$ cat src/rtl/ns_quantizer_if.sv
// Sample-in / result-out bus of the noise-shaping quantizer.
interface ns_quantizer_if #(
  parameter int unsigned INPUT_WIDTH  = 16,
  parameter int unsigned OUTPUT_WIDTH = 3
);
  localparam int unsigned QMAX  = (1 << OUTPUT_WIDTH) - 1;
  localparam int unsigned ERR_W = INPUT_WIDTH - OUTPUT_WIDTH + 2;
  localparam int unsigned TH_W  = QMAX;

  logic                     valid_i;
  logic [INPUT_WIDTH-1:0]   x_in_i;
  logic [1:0]               mode_i;
  logic                     clear_i;
  logic                     valid_o;
  logic [OUTPUT_WIDTH-1:0]  quantized_out_o;
  logic [TH_W-1:0]          therm_o;
  logic signed [ERR_W-1:0]  quant_error_o;
  logic                     overload_o;

  // Sample source side.
  modport master (
    output valid_i, x_in_i, mode_i, clear_i,
    input  valid_o, quantized_out_o, therm_o, quant_error_o, overload_o
  );

  // Quantizer side.
  modport slave (
    input  valid_i, x_in_i, mode_i, clear_i,
    output valid_o, quantized_out_o, therm_o, quant_error_o, overload_o
  );
endinterface

$ cat src/rtl/ns_quantizer.sv
// Noise-shaping multi-bit quantizer: error feedback of order 0/1/2, saturation
// with error clamping, binary and thermometer outputs, one cycle of latency.
module ns_quantizer #(
  parameter int unsigned INPUT_WIDTH  = 16,
  parameter int unsigned OUTPUT_WIDTH = 3
) (
  input  logic               clk_i,
  input  logic               rst_i,
  ns_quantizer_if.slave      bus
);
  localparam int unsigned SH    = INPUT_WIDTH - OUTPUT_WIDTH;
  localparam int unsigned STEP  = 1 << SH;
  localparam int unsigned HALF  = STEP / 2;
  localparam int unsigned QMAX  = (1 << OUTPUT_WIDTH) - 1;
  localparam int unsigned ERR_W = SH + 2;
  localparam int unsigned TH_W  = QMAX;
  localparam int unsigned V_W   = INPUT_WIDTH + 2;

  localparam logic signed [V_W-1:0] HALF_V    = V_W'(HALF);
  localparam logic signed [V_W-1:0] QMAX_V    = V_W'(QMAX);
  localparam logic signed [V_W-1:0] ERR_MAX_V = V_W'(STEP - 1);
  localparam logic signed [V_W-1:0] ERR_MIN_V = -(V_W'(STEP));

  logic signed [ERR_W-1:0]  e1_q, e2_q;
  logic signed [ERR_W-1:0]  h1_c, h2_c;
  logic signed [V_W-1:0]    x_c, h1x_c, h2x_c, v_c, sum_c, qr_c, qstep_c, ef_c;
  logic [OUTPUT_WIDTH-1:0]  q_c;
  logic                     ovf_c;
  logic signed [ERR_W-1:0]  e_c;
  logic [TH_W-1:0]          th_c;

  // Shaped value, rounding, saturation, clamped error and thermometer code.
  always_comb begin
    h1_c    = bus.clear_i ? '0 : e1_q;
    h2_c    = bus.clear_i ? '0 : e2_q;
    x_c     = signed'({2'b00, bus.x_in_i});
    h1x_c   = V_W'(h1_c);
    h2x_c   = V_W'(h2_c);
    case (bus.mode_i)
      2'b00:   v_c = x_c;
      2'b01:   v_c = x_c + h1x_c;
      default: v_c = x_c + (h1x_c <<< 1) - h2x_c;
    endcase
    sum_c   = v_c + HALF_V;
    qr_c    = sum_c >>> SH;
    q_c     = qr_c[OUTPUT_WIDTH-1:0];
    ovf_c   = 1'b0;
    if (qr_c[V_W-1]) begin
      q_c   = '0;
      ovf_c = 1'b1;
    end else if (qr_c > QMAX_V) begin
      q_c   = OUTPUT_WIDTH'(QMAX);
      ovf_c = 1'b1;
    end
    qstep_c = signed'(V_W'(q_c)) <<< SH;
    ef_c    = v_c - qstep_c;
    if (ef_c > ERR_MAX_V) begin
      ef_c = ERR_MAX_V;
    end else if (ef_c < ERR_MIN_V) begin
      ef_c = ERR_MIN_V;
    end
    e_c     = ef_c[ERR_W-1:0];
    th_c    = '0;
    for (int k = 0; k < int'(TH_W); k++) begin
      th_c[k] = (OUTPUT_WIDTH'(k) < q_c);
    end
  end

  // Result registers and error history; outputs hold while no sample arrives.
  always_ff @(posedge clk_i) begin
    if (rst_i) begin
      bus.valid_o         <= 1'b0;
      bus.quantized_out_o <= '0;
      bus.therm_o         <= '0;
      bus.quant_error_o   <= '0;
      bus.overload_o      <= 1'b0;
      e1_q                <= '0;
      e2_q                <= '0;
    end else begin
      bus.valid_o <= bus.valid_i;
      if (bus.valid_i) begin
        bus.quantized_out_o <= q_c;
        bus.therm_o         <= th_c;
        bus.quant_error_o   <= e_c;
        bus.overload_o      <= ovf_c;
        e1_q                <= e_c;
        e2_q                <= h1_c;
      end else if (bus.clear_i) begin
        e1_q <= '0;
        e2_q <= '0;
      end
    end
  end
endmodule

$ cat src/flat_wrapper.sv
// flat-port wrapper written by rule: the top's interface ports become plain ports
module ns_quantizer_flat 
#(
  parameter int unsigned INPUT_WIDTH  = 16,
  parameter int unsigned OUTPUT_WIDTH = 3
)
  (clk_i, rst_i, bus_valid_i, bus_x_in_i, bus_mode_i, bus_clear_i, bus_valid_o, bus_quantized_out_o, bus_therm_o, bus_quant_error_o, bus_overload_o);
  ns_quantizer_if #(.INPUT_WIDTH(INPUT_WIDTH), .OUTPUT_WIDTH(OUTPUT_WIDTH)) bus_i ();
  input  logic clk_i;
  input  logic rst_i;
  input wire logic [$bits(bus_i.valid_i)-1:0] bus_valid_i;
  input wire logic [$bits(bus_i.x_in_i)-1:0] bus_x_in_i;
  input wire logic [$bits(bus_i.mode_i)-1:0] bus_mode_i;
  input wire logic [$bits(bus_i.clear_i)-1:0] bus_clear_i;
  output wire logic [$bits(bus_i.valid_o)-1:0] bus_valid_o;
  output wire logic [$bits(bus_i.quantized_out_o)-1:0] bus_quantized_out_o;
  output wire logic [$bits(bus_i.therm_o)-1:0] bus_therm_o;
  output wire logic [$bits(bus_i.quant_error_o)-1:0] bus_quant_error_o;
  output wire logic [$bits(bus_i.overload_o)-1:0] bus_overload_o;
  assign bus_i.valid_i = bus_valid_i;
  assign bus_i.x_in_i = bus_x_in_i;
  assign bus_i.mode_i = bus_mode_i;
  assign bus_i.clear_i = bus_clear_i;
  assign bus_valid_o = bus_i.valid_o;
  assign bus_quantized_out_o = bus_i.quantized_out_o;
  assign bus_therm_o = bus_i.therm_o;
  assign bus_quant_error_o = bus_i.quant_error_o;
  assign bus_overload_o = bus_i.overload_o;
  ns_quantizer #(.INPUT_WIDTH(INPUT_WIDTH), .OUTPUT_WIDTH(OUTPUT_WIDTH)) u_core (.clk_i(clk_i), .rst_i(rst_i), .bus(bus_i));
endmodule
$ cat config.mk
export PLATFORM = sky130hd
export DESIGN_NAME = ns_quantizer_flat
export DESIGN_NICKNAME = d
export VERILOG_FILES = /design/src/rtl/ns_quantizer_if.sv /design/src/rtl/ns_quantizer.sv /design/src/flat_wrapper.sv
export SDC_FILE = /design/constraint.sdc
export NUM_CORES = 1
export LEC_CHECK = 0
export ABC_AREA = 1
export CAP_MARGIN = 20
export CORE_MARGIN = 8
export CORE_UTILIZATION = 53
export CTS_CLUSTER_SIZE = 16
export DETAILED_ROUTE_END_ITERATION = 12
export PLACE_DENSITY = 0.78
export REMOVE_ABC_BUFFERS = 1
export SLEW_MARGIN = 20
export SYNTH_ARGS = -nofsm -noshare
export SYNTH_HDL_FRONTEND = slang
export SYNTH_SLANG_ARGS = --single-unit
$ cat constraint.sdc
create_clock -name clk_i -period 6.3 [get_ports clk_i]
set_input_delay 1.89 -clock clk_i [delete_from_list [all_inputs] [get_ports clk_i]]
set_output_delay 1.89 -clock clk_i [all_outputs]
set_load 0.03 [all_outputs]
Word-level counts from Yosys, hierarchy flattened
Cells that the tools add are included.
{ "word_totals": {"register_bits": 57, "inputBits": 22, "output_inout_bits": 27, "wordCells": 35} }
{ "op_classes": {"n_lt_le_gt_ge": 10, "n_addsub": 5, "mux": 11, "n_eq_ne": 1, "reduce_logical": 1} }
{ "ops": {"columns": ["operator", "n"], "rows": [
  ["15-bit 2-to-1 mux", 6],
  ["18-bit case mux with 2 select lines", 1],
  ["17-bit by 15-bit adder with 18-bit output", 1],
  ["17-bit by 16-bit adder with 18-bit output", 1],
  ["18-bit by 14-bit adder with 18-bit output, second input constant", 1],
  ["18-bit by 14-bit greater-than comparator with 1-bit output, second input constant", 1],
  ["18-bit by 14-bit < comparator with 1-bit output, second input constant", 1],
  ["18-bit by 15-bit subtractor with 18-bit output", 1],
  ["18-bit by 17-bit subtractor with 18-bit output", 1],
  ["3-bit < comparator, first input constant", 3],
  ["1-bit by 3-bit < comparator with 1-bit output, first input constant", 2],
  ["2-bit by 3-bit < comparator with 1-bit output, first input constant", 2],
  ["3-bit 2-to-1 mux", 2],
  ["5-bit by 4-bit greater-than comparator with 1-bit output, second input constant", 1],
  ["2-bit by 1-bit equality test with 1-bit output, second input constant", 1],
  ["2-bit zero test", 1],
  ["1-bit 2-to-1 mux", 2]
]} }

Depth between registers and ports, before layout
{ "depth": {"ltp_word": 13, "depth_mapped": 41, "mapped_depth_nobuf": 38} }

Worst setup path after synthesis
No wires, ideal clock.
{ "synth_path": {"kind": "in2reg", "startpoint": "input port bus_clear_i", "endpoint": "register u_core.e1_q[10]", "required_ps": 6183, "cell_stages": 41, "path_buffers": 3, "path_slack_ps": -465, "setup_ps": 117, "arrival_time_ps": 6648, "cell_sequence": "inv_2 > clkbuf_1 > clkbuf_1 > nand2_1 > ha_1 > inv_1 > xor2_1 > ha_1 > inv_1 > fa_1 > inv_1 > nand3_1 > nand3_1 > nand3_1 > nand3_1 > nand2_1 > nand3_1 > nand2_1 > [... 5 more ...] > nand2_1 > nand2_2 > nand2_1 > inv_1 > a21oi_1 > ha_1 > inv_1 > fa_1 > a21oi_1 > nand2_2 > xor2_1 > inv_1 > nand2_2 > buf_6 > nand3_1 > nand2_1 > inv_2 > o21ai_2"} }
{ "synth_via": {"elab_chain_len": 13, "elab_cells_between_ends": 16, "classes_between": "5 x add/sub; 3 x order compare; 8 x mux"} }
{ "synth_lines": {"columns": ["element", "line_no", "rtl"], "rows": [
  ["start: declaration", "flat_wrapper.sv:14", "input wire logic [$bits(bus_i.clear_i)-1:0] bus_clear_i;"],
  ["15-bit 2-to-1 mux", null, null],
  ["17-bit by 16-bit adder with 18-bit output", "ns_quantizer.sv:42", "default: v_c = x_c + (h1x_c <<< 1) - h2x_c;"],
  ["18-bit by 15-bit subtractor with 18-bit output", "ns_quantizer.sv:42", null],
  ["18-bit case mux with 2 select lines (*)", "ns_quantizer.sv:39", "case (bus.mode_i)"],
  ["18-bit by 14-bit adder with 18-bit output (*)", "ns_quantizer.sv:44", "sum_c = v_c + HALF_V;"],
  ["5-bit by 4-bit greater-than comparator with 1-bit output", "ns_quantizer.sv:51", "end else if (qr_c > QMAX_V) begin"],
  ["3-bit 2-to-1 mux", "ns_quantizer.sv:51", null],
  ["3-bit 2-to-1 mux (*)", "ns_quantizer.sv:48", "if (qr_c[V_W-1]) begin"],
  ["net u_core.q_c[0]", "ns_quantizer.sv:27", "logic [OUTPUT_WIDTH-1:0] q_c;"],
  ["18-bit by 17-bit subtractor with 18-bit output (*)", "ns_quantizer.sv:56", "ef_c = v_c - qstep_c;"],
  ["18-bit by 14-bit < comparator with 1-bit output", "ns_quantizer.sv:59", "end else if (ef_c < ERR_MIN_V) begin"],
  ["15-bit 2-to-1 mux", "ns_quantizer.sv:59", null],
  ["15-bit 2-to-1 mux (*)", "ns_quantizer.sv:57", "if (ef_c > ERR_MAX_V) begin"],
  ["15-bit 2-to-1 mux (*)", "ns_quantizer.sv:81", "if (bus.valid_i) begin"],
  ["end signal: assignment", "ns_quantizer.sv:77", "e1_q <= '0;"],
  ["end signal: assignment", "ns_quantizer.sv:86", "e1_q <= e_c;"],
  ["end signal: assignment", "ns_quantizer.sv:89", "e1_q <= '0;"],
  ["end: declaration", "ns_quantizer.sv:24", "logic signed [ERR_W-1:0] e1_q, e2_q;"]
]} }
The timed path passes the listed nets; every way through them passes the cells marked *.
A chain may end at the register's enable or synchronous reset.

Worst setup path in the final report
{ "layout_path": {"startpoint": "input port bus_x_in_i[11]", "endpoint": "register u_core.e1_q[12]"} }
{ "layout_via": {"elab_chain_len": 12, "elab_cells_between_ends": 14, "classes_between": "5 x add/sub; 3 x order compare; 6 x mux"} }
{ "layout_lines": {"columns": ["element", "line_no", "rtl"], "rows": [
  ["start: declaration", "flat_wrapper.sv:12", "input wire logic [$bits(bus_i.x_in_i)-1:0] bus_x_in_i;"],
  ["17-bit by 16-bit adder with 18-bit output", "ns_quantizer.sv:42", null],
  ["18-bit by 15-bit subtractor with 18-bit output", "ns_quantizer.sv:42", null],
  ["18-bit case mux with 2 select lines (*)", "ns_quantizer.sv:39", null],
  ["18-bit by 14-bit adder with 18-bit output (*)", "ns_quantizer.sv:44", null],
  ["5-bit by 4-bit greater-than comparator with 1-bit output", "ns_quantizer.sv:51", null],
  ["3-bit 2-to-1 mux", "ns_quantizer.sv:51", null],
  ["3-bit 2-to-1 mux (*)", "ns_quantizer.sv:48", null],
  ["net u_core.q_c[0]", "ns_quantizer.sv:27", null],
  ["18-bit by 17-bit subtractor with 18-bit output (*)", "ns_quantizer.sv:56", null],
  ["18-bit by 14-bit < comparator with 1-bit output", "ns_quantizer.sv:59", null],
  ["15-bit 2-to-1 mux", "ns_quantizer.sv:59", null],
  ["15-bit 2-to-1 mux (*)", "ns_quantizer.sv:57", null],
  ["15-bit 2-to-1 mux (*)", "ns_quantizer.sv:81", null]
]} }
Marks and branches as above.

==> metrics.cfg <==
[logic_synthesis]
synth_edf_count = 0
yosysSeqAreaShare_pct = 21.4
yosys_most_used_dff = dfxtp_1
syn-mean-instance-area_um2 = 6.37
syn_area_um2 = 5250
synth_cell_types = 44
yosysWarnings = 0
synth-async-reset-ratio_pct = 0
syn-instance-count = 824
ys_ff_latch = 56

[sta]
finalSetupViolCount = 0
tightest_slew_ns = 0.921
period_share_pct = 99.8
skew_ns = 0.0103
timing.slew.headroom_pct = 38.2
fmax_ghz = 0.159
min_period_ns = 6.29
finalMaxSlewViolations = 0
hold_viol = 0

[min_path]
min_to = u_core.bus.quant_error_o[14]$_SDFFE_PP0P_
min-delay-start = u_core.bus.quant_error_o[14]$_SDFFE_PP0P_
hold_class = reg -> reg
whs_path_depth = 2

[clocking]
cts_max_level = 2
cts_hold_buffers = 0
cts_made_buffers = 5
insertion_delay_ns = 0.32
clk_pin_slew_ns = 0.11
cts_buffer_depth = 2
cts_tree = done
root_buffer = clkbuf_8
cts_num_sinks = 56

[place]
dp_hpwl_um = 13100
dpl.cell_count = 1140
routabilityCongestion = 0.931
io_buffer_count = 48

[routing]
drt_iter0_markers = 523
viasPerCell = 5.52
drtAntennaViolNets = 0
num_vias = 6426
dr.pass1.iters = 6
routed_wl_um = 20500
wl_per_cell_um = 17.6
drc = 0

[global_routing]
grt_max_degree = 29
grt_pass1_wl_um = 26100
grt.total_usage_pct = 24.5
grt-ovfl-total = 0
grt_antenna_before_repair = 0
grt_pass1_vias = 5762

[die]
dieHeight_um = 116
boundaryPins = 49
floorplan.initialDensity_pct = 54.2
rows = 36
fp.dieW_um = 116
die_area_um2 = 13300
core_area_um2 = 9680

[job]
drv_cap = 0

[power_and_ir_drop]
pwr-share-clk_pct = 6.4
p_per_area_nw_per_um2 = 416
power.internal_uw = 1650
p_comb_share_pct = 77.6
leakagePower_uw = 0.00428
seqPwrFrac_pct = 16.0
swShare_pct = 49.5
switchingPower_uw = 1620
peakVddDrop_uv = 422

[critical_path]
end_kind = register
cp_common_cell = nand2_1
slowest_stage = fa_1
r2r_cells = 36
worst_path_largest_cell_delay_ns = 0.59
r2r-start = u_core.e2_q[1]$_SDFF_PP0_
crit_required_ns = 6.53
critPathMaxFanout = 3
critPathLaunchType = primary input
timing.rr.end = u_core.e1_q[12]$_SDFF_PP0_
critPathKind = in -> reg
r2r_slack_ns = 1.45
worstPathArrival_ns = 6.52

[status]
status = complete, no violations

[cells_and_area]
fin_cells = 1165
mostFrequentLayoutCells = nand2_1, buf_4, inv_1
area.growth.synth_to_final_pct = 49.9
antenna_cells = 0
drive_gt1_share_pct = 34.6
fin_nets = 1110
final_common_cell = nand2_1
final_util_pct = 81.2

-- synth_stat cells, types with 2 or more instances --
| library cell | count | area, um2 |
|---|---|---|
| a211oi_1 | 2 | 15.0 |
| a21oi_1 | 36 | 180 |
| a21oi_2 | 2 | 17.5 |
| a31oi_1 | 2 | 12.5 |
| buf_2 | 5 | 25.0 |
| buf_6 | 2 | 22.5 |
| clkbuf_1 | 9 | 33.8 |
| clkinv_1 | 2 | 7.51 |
| dfxtp_1 | 56 | 1120 |
| fa_1 | 18 | 360 |
| ha_1 | 39 | 488 |
| inv_1 | 161 | 604 |
| inv_2 | 12 | 45.0 |
| nand2_1 | 245 | 920 |
| nand2_2 | 10 | 62.6 |
| nand2_4 | 3 | 33.8 |
| nand3_1 | 55 | 275 |
| nand3_2 | 9 | 90.1 |
| nand3b_1 | 3 | 22.5 |
| nand4_1 | 6 | 37.5 |
| nand4_2 | 2 | 25.0 |
| nor2_1 | 44 | 165 |
| nor2_2 | 8 | 50.1 |
| nor3_1 | 4 | 20.0 |
| nor3_2 | 2 | 20.0 |
| o211ai_1 | 6 | 45.0 |
| o21ai_0 | 21 | 105 |
| o21ai_1 | 3 | 15.0 |
| o21ai_2 | 3 | 26.3 |
| o21bai_1 | 6 | 45.0 |
| o22ai_1 | 20 | 125 |
| or2_2 | 4 | 25.0 |
| xnor2_1 | 4 | 35.0 |
| xor2_1 | 10 | 87.6 |
-- per-stage QoR --
stage / setup slack (ns) / TNS [ns] / instance area [um2] / power (uW) / hold slack, ns
4_1_cts: 0.00836 / 0 / 7190 / 2780 / 0.459
5_1_grt: -0.219 / -4.62 / 7870 / 3470 / 0.480
3_5_place_dp: -0.800 / -21.93 / 6980 / 2460 / 0.443
6_report: 0.00982 / 0 / 7870 / 3270 / 0.464
3_3_place_gp: -0.545 / -15.16 / 6980 / 2410 / 0.439
2_1_floorplan: -0.133 / -1.97 / 5160 / 1640 / 0.466
-- cell type report --
cell class	count	area [um2]
sequential	56	1120
multi-input combinational	578	3960
clock buffer	6	72.6
timing repair buffer	215	1860
clock inverter	2	16.3
inverter	175	672
tap	133	166
fill	601	1820
-- critical path, delay by kind of cell --
kind	cells	cell delay, ns
buf+inv	11	1.21
compound gates	5	0.57
fa+ha+maj	5	1.55
simple gates	13	1.06
xor+xnor	1	0.21
-- repair_timing --
action	CTS	global route
gates resized for setup	20	155
pin swaps	9	60
cloned	2	2
buffers inserted	5	9
setup endpoints to repair	30	30
-- routing by layer --
layer	global-route usage, %	wire length [um]	vias to the layer above
li1	-	-	2990
met4	14.3	1650	0
met5	0	0	-
met2	44.5	9830	366
met3	3.49	1460	144
met1	26.6	7600	2926
-- power groups by stage --
stage                     registers (uW)  logic, uW  clock network [uW]
after floorplan                      636       1010                   0
after global routing                 530       2720                 221
after global placement               516       1900                   0
final                                523       2540                 210
after CTS                            512       2060                 204
after detailed placement             517       1940                   0
-- cell families after synthesis --
group,after synthesis,synth area share [%]
and+or+nand+nor,398,33.7
buffers and inverters,192,14.2
AOI/OAI and AO/OA,106,12.0
adders and majority gates,57,16.2
DFF,56,21.4
xor gates and xnor gates,14,2.34
muxes,1,0.215
-- flip-flops by register name, indices dropped and copies added (netlist names) --
register	count
u_core.bus.overload_o	1
u_core.bus.valid_o	1
u_core.bus.quant_error_o	15
u_core.e1_q	15
u_core.e2_q	15
u_core.bus.therm_o	7
u_core.bus.quantized_out_o	2
-- worst max-delay path by stage --
stage	startpoint	to	slack [ns]	cells past startpoint
finish	bus_x_in_i[11]	u_core.e1_q[12]$_SDFF_PP0_	0.01	35
global route	bus_clear_i	u_core.e1_q[12]$_SDFF_PP0_	-0.22	34
CTS	bus_x_in_i[11]	u_core.e1_q[0]$_SDFF_PP0_	0.008	35
detailed placement	bus_clear_i	u_core.e1_q[12]$_SDFF_PP0_	-0.80	38
global placement	bus_clear_i	u_core.e1_q[12]$_SDFF_PP0_	-0.55	36
floorplan	bus_clear_i	u_core.e1_q[4]$_SDFF_PP0_	-0.13	38
Note: power is estimated with default switching activity, not from simulation.
